[src/rtl/bfusion_operand_packer_pkg.sv]
// bfusion_operand_packer_pkg: shared widths, precision modes and FSM states for the operand packer
package bfusion_operand_packer_pkg;
  localparam int BEAT_W = 8;
  localparam int WORD_W = 16;
  typedef enum logic [1:0] {
    MODE_8X8 = 2'b00,
    MODE_4X4 = 2'b01,
    MODE_8X4 = 2'b11
  } mode_e;
  localparam logic [1:0] MODE_BAD = 2'b10;
  typedef enum logic {
    EMPTY = 1'b0,
    HALF  = 1'b1
  } state_e;
endpackage

[src/rtl/bfusion_operand_packer.sv]
// bfusion_operand_packer: packs 8-bit a/w beats into 16-bit MAC operand words by precision mode
//   clk, rst           : clock, synchronous active-high reset
//   cfg_mode           : precision (00 8x8, 01 4x4, 11 8x4, 10 illegal), taken on a vector's first beat
//   in_valid/in_ready  : beat handshake; in_a, in_w, in_last carry the beat
//   out_valid/out_ready: word handshake; out_a, out_w, out_config_aw, out_first, out_last carry the word
//   err_mode           : sticky, set when a vector starts with the illegal mode
module bfusion_operand_packer
  import bfusion_operand_packer_pkg::*;
(
  input  logic              clk,
  input  logic              rst,
  input  logic [1:0]        cfg_mode,
  input  logic              in_valid,
  output logic              in_ready,
  input  logic [BEAT_W-1:0] in_a,
  input  logic [BEAT_W-1:0] in_w,
  input  logic              in_last,
  output logic              out_valid,
  input  logic              out_ready,
  output logic [WORD_W-1:0] out_a,
  output logic [WORD_W-1:0] out_w,
  output logic [1:0]        out_config_aw,
  output logic              out_first,
  output logic              out_last,
  output logic              err_mode
);
  state_e state, state_d;
  logic [1:0] mode_q, cur_mode;
  logic in_vec, half_first, acc, drop, pair, half_st, emit, word_first;
  logic [BEAT_W-1:0] half_a, half_w;
  logic [WORD_W-1:0] word_a, word_w;
  // a new word can be loaded whenever the output register is free or being drained this cycle
  assign in_ready = !rst && (!out_valid || out_ready);
  always_comb begin
    acc = in_valid && in_ready;
    cur_mode = in_vec ? mode_q : cfg_mode;
    drop = cur_mode == MODE_BAD;
    pair = cur_mode != MODE_8X8;
    half_st = state == HALF;
    emit = acc && !drop && (!pair || half_st || in_last);
    word_first = half_st ? half_first : !in_vec;
    // in pair modes a word closed by a lone b0 (in_last on b0) has its b1 lanes zeroed
    word_a = (pair && half_st) ? {in_a, half_a} : {8'h00, in_a};
    word_w = !pair ? {8'h00, in_w} :
             cur_mode == MODE_4X4 ? (half_st ? {in_w, half_w} : {8'h00, in_w}) :
             (half_st ? {8'h00, in_w[3:0], half_w[3:0]} : {12'h000, in_w[3:0]});
    state_d = !acc ? state : (pair && !drop && !half_st && !in_last) ? HALF : EMPTY;
  end
  always_ff @(posedge clk) begin
    if (rst) state <= EMPTY;
    else state <= state_d;
  end
  always_ff @(posedge clk) begin
    if (rst) begin
      mode_q <= MODE_8X8;
      in_vec <= 1'b0;
      half_first <= 1'b0;
      half_a <= '0;
      half_w <= '0;
      out_valid <= 1'b0;
      out_a <= '0;
      out_w <= '0;
      out_config_aw <= 2'b00;
      out_first <= 1'b0;
      out_last <= 1'b0;
      err_mode <= 1'b0;
    end else begin
      if (acc) in_vec <= !in_last;
      if (acc && !in_vec) mode_q <= cfg_mode;
      if (acc && drop) err_mode <= 1'b1;
      if (acc && !half_st) begin
        half_a <= in_a;
        half_w <= in_w;
        half_first <= !in_vec;
      end
      if (emit) begin
        out_valid <= 1'b1;
        out_a <= word_a;
        out_w <= word_w;
        out_config_aw <= cur_mode;
        out_first <= word_first;
        out_last <= in_last;
      end else if (out_ready) begin
        out_valid <= 1'b0;
      end
    end
  end
endmodule

[config.mk]
export PLATFORM = sky130hd
export DESIGN_NAME = bfusion_operand_packer
export DESIGN_NICKNAME = d
export VERILOG_FILES = /design/src/rtl/bfusion_operand_packer_pkg.sv /design/src/rtl/bfusion_operand_packer.sv
export SDC_FILE = /design/constraint.sdc
export NUM_CORES = 1
export LEC_CHECK = 0
export CORE_MARGIN = 10
export CORE_UTILIZATION = 45
export CTS_CLUSTER_SIZE = 24
export DETAILED_ROUTE_END_ITERATION = 7
export GPL_TIMING_DRIVEN = 1
export PLACE_DENSITY = 0.86
export RECOVER_POWER = 25
export SYNTH_ARGS = -nofsm -noshare
export SYNTH_HDL_FRONTEND = slang
export SYNTH_SLANG_ARGS = --single-unit
[constraint.sdc]
create_clock -name clk -period 4.08 [get_ports clk]
set_input_delay 0.612 -clock clk [delete_from_list [all_inputs] [get_ports clk]]
set_output_delay 0.612 -clock clk [all_outputs]
set_load 0.005 [all_outputs]
Yosys cells after proc, flatten, opt, wreduce, memory -nomap -nowiden --
Index checks and enable logic that the tools add are counted. Widths: inputs -> output; s select.
Word-level totals: flip-flop bits (word level) 59, input bits 23, output and inout bits 39, logic and storage cells 48
Operators by class: equal/unequal tests 2, mux-type cells 10, reductions and logical operators 23
Operators with widths (count):
- $mux 16 | 4
- $logic_and 1x1->1 | 11
- $mux 8 | 1
- $logic_not 1->1 | 7
- $mux 1 | 4
- $reduce_bool 2->1 | 2
- $logic_or 1x1->1 | 3
- $eq 2x1->1 const B | 1
- $eq 2x2->1 const B | 1
- $mux 2 | 1

Logic depth before layout (Yosys ltp) --
Gate-level depths: netlist of the first run.
depth after elaboration 7, depth in mapped cells 7, mapped depth without buffers 4

Worst setup path before layout of the first run --
OpenSTA, ideal clock, no wires.
kind in2out, from input rst, to output in_ready, arrival 1.457 ns, required time 3.468 ns, setup slack 2.011 ns, cell stages on the path 4, path buffers 3, cell sequence buf_2 clkbuf_1 clkbuf_1 nor2_1
Between the ends: longest elaborated chain between the ends 2
RTL lines:
- start, declared | RTL line bfusion_operand_packer.sv:11 | input logic rst,
- $logic_not 1->1 | RTL line bfusion_operand_packer.sv:33 | assign in_ready = !rst && (!out_valid || out_ready);
- $logic_and 1x1->1 | RTL line bfusion_operand_packer.sv:33
- end, declared | RTL line bfusion_operand_packer.sv:14 | output logic in_ready,
No other way between the ends.

Worst setup path after layout of the first run --
from input out_ready, to output in_ready
Between the ends: longest elaborated chain between the ends 2
RTL lines:
- start, declared | RTL line bfusion_operand_packer.sv:19 | input logic out_ready,
- $logic_or 1x1->1 | RTL line bfusion_operand_packer.sv:33
- $logic_and 1x1->1 | RTL line bfusion_operand_packer.sv:33
No other way between the ends.

==> results of run 1 <==
cell type report:
cell class | count | area (um2) | area share
Multi-Input combinational cell | 200 | 1240 | 0.372
Sequential cell | 59 | 1180 | 0.355
Timing Repair Buffer | 68 | 658 | 0.198
Clock buffer | 13 | 149 | 0.0448
Tap cell | 72 | 90.1 | 0.0271
Inverter | 2 | 7.51 | 0.00226
worst max-delay path, delay by kind of cell:
kind / cells / cell delay (ps)
and+or+nand+nor: 2 / 620
buffers and inverters: 2 / 890
worst paths after layout:
kind / end / slack (ps)
worst min-delay path: out_a[8]$_SDFFE_PP0P_ / 480
worst max register to register: out_a[6]$_SDFFE_PP0P_ / 1430
worst min register to register: out_a[8]$_SDFFE_PP0P_ / 480
worst max-delay path: in_ready / 1340
per-stage QoR:
stage | setup slack (ps) | power (mW) | cells | area [um2] | hold WS, ps
5_1_grt | 1120 | 1.28 | 414 | 3320 | 493
4_1_cts | 1330 | 1.24 | 414 | 3320 | 480
2_1_floorplan | 2010 | 0.737 | 289 | 2580 | 452
6_report | 1340 | 1.23 | 414 | 3320 | 475
3_3_place_gp | 1170 | 0.809 | 401 | 3170 | 460
3_5_place_dp | 1020 | 0.814 | 401 | 3170 | 465
report_power, final:
part | switching (mW) | total [mW] | internal (mW) | leakage [nW]
registers | 0.0177 | 0.620 | 0.603 | 0.481
clock network | 0.202 | 0.430 | 0.228 | 0.0754
logic | 0.0950 | 0.179 | 0.0841 | 0.660
cells by family (layout without fill, tap and decap cells):
logic type | count (synthesis) | count (layout) | share of synthesized area
compound gates | 92 | 92 | 0.232
simple gates | 86 | 86 | 0.156
flops | 59 | 59 | 0.457
buf+inv | 30 | 83 | 0.0663
mux | 22 | 22 | 0.0876
metal layers:
layer / share of wire / GRT usage / up-vias
li1: - / - / 1149
met1: 0.41 / 0.188 / 1092
met2: 0.47 / 0.247 / 88
met3: 0.089 / 0.0444 / 17
met4: 0.026 / 0.102 / 0
met5: 0 / 0 / -
state kept, by name, summed over array words and instances, names as in the netlist:
| register | cells |
|---|---|
| out_first | 1 |
| out_w | 16 |
| mode_q | 2 |
| out_a | 16 |
| half_w | 8 |
| out_last | 1 |
| half_st | 1 |
| half_first | 1 |
| in_vec | 1 |
| out_valid | 1 |
| out_config_aw | 2 |
| err_mode | 1 |
| half_a | 8 |
cell usage in the layout (no fill, tap or decap), types with 2 or more instances in the layout:
master and instances:
a21oi_1 35, dfxtp_1 59, nor2_1 25, a211oi_1 3
mux2i_1 20, nand4_1 12, clkdlybuf4s50_1 36, a21boi_0 5
nand2_1 29, clkbuf_1 3, nor3_2 2, o211ai_1 2
buf_4 7, o21ai_0 24, clkbuf_8 10, and3_1 3
a2bb2oi_1 2, inv_1 2, a311oi_1 14, o221a_2 2
dlygate4sd3_1 24, nand3_1 9
==> results.ini, run 1 <==
[run_status]
status = complete, no violations

[floorplanning]
die_area_um2 = 9170
start_util = 0.466
die_y_um = 95.8
die_w_um = 95.8
rows = 27
coreArea_um2 = 5540
io_pins = 62

[place]
detailed_place_hpwl_mm = 4.81
port_buffers = 61
gp_congestion = 0.849

[hold_path]
hold_class = reg2reg
whs_path_depth = 2
worstHoldStart = out_a[8]$_SDFFE_PP0P_

[cells_and_area]
drive_gt1_frac = 0.0819
area_growth_pct = 28.6
fin_nets = 363
fillerInstances = 484
fin_util = 0.600
diodes = 0

[clock_tree]
h-tree-depth = 3
cts.sinks = 59
cts_tree = yes
post_cts_buffers = 0
clkTransAtPathRegs_ps = 60
cts-root-buf = clkbuf_8
hold_buffers = 0
cts.repair.resized = 0
cts_max_path_buffers = 2
cts_inserted_buffers = 9
insertion_delay_ps = 330

[grt]
antenna_found_initial = 0
grt_max_degree = 64
track_usage = 0.158
grt_pass1_vias = 2370
grt_pass1_wl_mm = 11.5
gr-total-overflow = 0

[worst_setup_path]
crit_path_max_fanout = 7
startpoint = out_ready
worst_path_largest_cell_delay_ps = 540
path_cells = clkdlybuf4s50_1, nor2b_1, nor2_1, clkdlybuf4s50_1
cp_slowest_cell = nor2b_1
worstPathArrival_ps = 2130
startpoint_type = input pin
ff2ff_path_depth = 4
required_ps = 3470
path_class = in2out
end_kind = output pin
crit_top_cell = clkdlybuf4s50_1
r2r-start = in_vec$_SDFFE_PP0P_

[synth]
synthesis.nets = 312
synthTopCellsByCount = 59 x dfxtp_1, 35 x a21oi_1, 29 x nand2_1
synth_top_cell_by_area = dfxtp_1
yosys.area.top_type_share = 0.457
async_flop_share = 0
syn_inst = 289
syn_avg_cell_area_um2 = 8.94
yosysSeqAreaShare = 0.457
synth_area_leaders = dfxtp_1 46%, mux2i_1 7.7%, a21oi_1 6.8%
yosys_warnings = 0
syn-cell-area_um2 = 2580
ys.flop_type = dfxtp_1
synth-seq-cells = 59
yosysMostFrequentCell = dfxtp_1
synth_edf_count = 0
ys_types = 34

[sta]
fmax_mhz = 365
worstMarginPinSlew_ps = 1160
fin_worst_skew_ps = 5.96
hold_viol = 0
slew_headroom = 0.205
slew_violations = 0
period_share = 0.671
setup_violations = 0
rsz0062_at_grt = no
period_minus_slack_ps = 2740
fin_tns_setup_ps = 0

[detailed_routing]
drc = 0
drt_iter0_markers = 236
drt_wl_total_mm = 6.99
vias_per_cell = 5.67
post_drt_wl_per_cell_um = 16.9
dr.pass1.iters = 5
ant_nets = 0
vias = 2346

[power_and_ir_drop]
ir_drop_mv = 0.203
powerDensity_nw_per_um2 = 370
total_leakage_power_nw = 1.22

[job]
maxCapViolations = 0

Power figures use the tool's default switching activity.
==> run 2, diff against run 1 <==
- clock period: 4.08 -> 2.7 ns (I/O delays scaled with it)
==> results.ini, run 2 (same netlist as run 1, synthesis figures left out) <==
[worst_setup_path]
path_class = in2out  ; unchanged
required_ps = 2300  ; was 3470 ps
cp_slowest_cell = nor2b_1  ; unchanged
startpoint_type = input pin  ; unchanged
end_kind = output pin  ; unchanged
worst-path-buf-inv = 2  ; unchanged
path_cells = clkdlybuf4s50_1, nor2b_1, nor2_1, clkdlybuf4s50_1  ; unchanged
r2r-start = in_vec$_SDFFE_PP0P_  ; unchanged
worstPathArrival_ps = 1940  ; was 2130 ps
r2r_end = out_a[1]$_SDFFE_PP0P_  ; was out_a[6]$_SDFFE_PP0P_
cpLargestDelayFamily = buffers and inverters  ; unchanged
ff2ff_path_depth = 5  ; was 4
worst_path_largest_cell_delay_ps = 570  ; was 540 ps
rrSetupSlack_ps = 500  ; was 1430 ps
crit_top_cell = clkdlybuf4s50_1  ; unchanged
crit_path_max_fanout = 7  ; unchanged

[power_and_ir_drop]
seqPwrFrac = 0.449  ; was 0.505
p_int_mw = 1.56  ; was 914 uW
pwr-share-clk = 0.417  ; was 0.350
powerDensity_nw_per_um2 = 610  ; was 370 nW/um2
ir_drop_mv = 0.525  ; was 0.203 mV
fin_total_pwr_mw = 2.08  ; was 1.23 mW
p_sw_uw = 524  ; was 315 uW
switching_share = 0.252  ; was 0.256
total_leakage_power_nw = 1.26  ; was 1.22 nW
power_frac_comb = 0.135  ; was 0.146

[place]
placed_cells = 405  ; was 401
port_buffers = 61  ; unchanged
gp_congestion = 0.890  ; was 0.849
dp_slack_ps = 238  ; was 1020 ps
dpl_cell_area_um2 = 3200  ; was 3170 um2
detailed_place_hpwl_mm = 5.06  ; was 4.81 mm

[cells_and_area]
design_area_um2 = 3410  ; was 3320 um2
final_cell_mix = 59 x dfxtp_1, 36 x clkdlybuf4s50_1, 35 x a21oi_1  ; unchanged
final_common_cell = dfxtp_1  ; unchanged
top_regs = out_a: 16 flops, out_w: 16 flops  ; unchanged
diodes = 0  ; unchanged
final_cells = 421  ; was 414
drive_gt1_frac = 0.103  ; was 0.0819
area_growth_pct = 32.1  ; was 28.6%
fin_nets = 367  ; was 363

[grt]
grt_max_degree = 47  ; was 64
gr-total-overflow = 0  ; unchanged
grt_pass1_vias = 2261  ; was 2370
grt_pass1_wl_mm = 11.6  ; was 11.5 mm
track_usage = 0.161  ; was 0.158
antenna_found_initial = 0  ; unchanged

[hold_path]
worstHoldStart = rst  ; was out_a[8]$_SDFFE_PP0P_
whs_path_depth = 2  ; unchanged
hold_class = in2reg  ; was reg2reg
min_to = half_w[5]$_SDFFE_PP0P_  ; was out_a[8]$_SDFFE_PP0P_

[clock_tree]
h-tree-depth = 3  ; unchanged
cts_tree = yes  ; unchanged
insertion_delay_ps = 340  ; was 330 ps
post_cts_buffers = 0  ; unchanged
cts.sinks = 59  ; unchanged
cts-root-buf = clkbuf_8  ; unchanged
cts_inserted_buffers = 9  ; unchanged
cts_max_path_buffers = 2  ; unchanged
clkTransAtPathRegs_ps = 70  ; was 60 ps
cts.repair.resized = 0  ; unchanged
hold_buffers = 0  ; unchanged

[sta]
worstMarginPinSlew_ps = 998  ; was 1160 ps
fmax_mhz = 427
finalWorstSetupSlack_ps = 359  ; was 1340 ps
period_share = 0.867
fin_worst_skew_ps = 9.76  ; was 5.96 ps
slew_headroom = 0.331  ; was 0.205
setup_violations = 0  ; unchanged
slew_violations = 0  ; unchanged
hold_viol = 0  ; unchanged
rsz0062_at_grt = no  ; unchanged
period_minus_slack_ps = 2340
fin_tns_setup_ps = 0  ; unchanged

[floorplanning]
die_area_um2 = 9170  ; unchanged
die_w_um = 95.8  ; unchanged
die_y_um = 95.8  ; unchanged
start_util = 0.466  ; unchanged
coreArea_um2 = 5540  ; unchanged
io_pins = 62  ; unchanged
rows = 27  ; unchanged

[detailed_routing]
drt_iter0_markers = 232  ; was 236
dr.pass1.iters = 4  ; was 5
vias_per_cell = 5.75  ; was 5.67
drt_wl_total_mm = 7.19  ; was 6.99 mm
vias = 2419  ; was 2346
ant_nets = 0  ; unchanged
post_drt_wl_per_cell_um = 17.1  ; was 16.9 um
drc = 0  ; unchanged

[run_status]
status = complete, no violations  ; unchanged

[job]
maxCapViolations = 0  ; unchanged

==> run 2: cell type report <==
cell class	count	area [um2]
Fill cell	497	2130
Multi-Input combinational cell	200	1240
Sequential cell	59	1180
Timing Repair Buffer	72	688
Clock buffer	11	131
Tap cell	72	90.1
Clock inverter	5	77.6
Inverter	2	7.51
==> run 2: stage by stage <==
| step | hold slack, ps | util |
|---|---|---|
| global placement | 460 | 0.578 |
| finish | 451 | 0.616 |
| CTS | 445 | 0.616 |
| floorplan | 452 | - |
| global route | 476 | 0.616 |
| detailed placement | 467 | 0.578 |
==> run 2: power by group through the flow <==
stage | clock (mW) | combinational [mW] | sequential (mW)
after floorplan | 0 | 0.165 | 0.948
after global placement | 0 | 0.277 | 0.952
after detailed placement | 0 | 0.285 | 0.953
after CTS | 0.872 | 0.285 | 0.934
after global routing | 0.923 | 0.306 | 0.937
final | 0.867 | 0.281 | 0.933
==> run 2: worst max-delay path by stage <==
stage | startpoint | end | slack, ps | cells after the start
global placement | in_last | out_w[6]$_SDFFE_PP0P_ | 290 | 4
global route | in_vec$_SDFFE_PP0P_ | out_a[1]$_SDFFE_PP0P_ | 270 | 5
CTS | out_ready | in_ready | 360 | 4
floorplan | in_vec$_SDFFE_PP0P_ | out_a[7]$_SDFFE_PP0P_ | 890 | 7
detailed placement | cfg_mode[0] | out_w[6]$_SDFFE_PP0P_ | 240 | 5
finish | out_ready | in_ready | 360 | 4
==> run 2: per-layer routing <==
layer,up-vias,GRT usage,share of wire
met5,-,0,0
met4,0,0.0909,0.022
met3,14,0.0389,0.090
met2,99,0.249,0.47
met1,1141,0.201,0.41
li1,1165,-,-
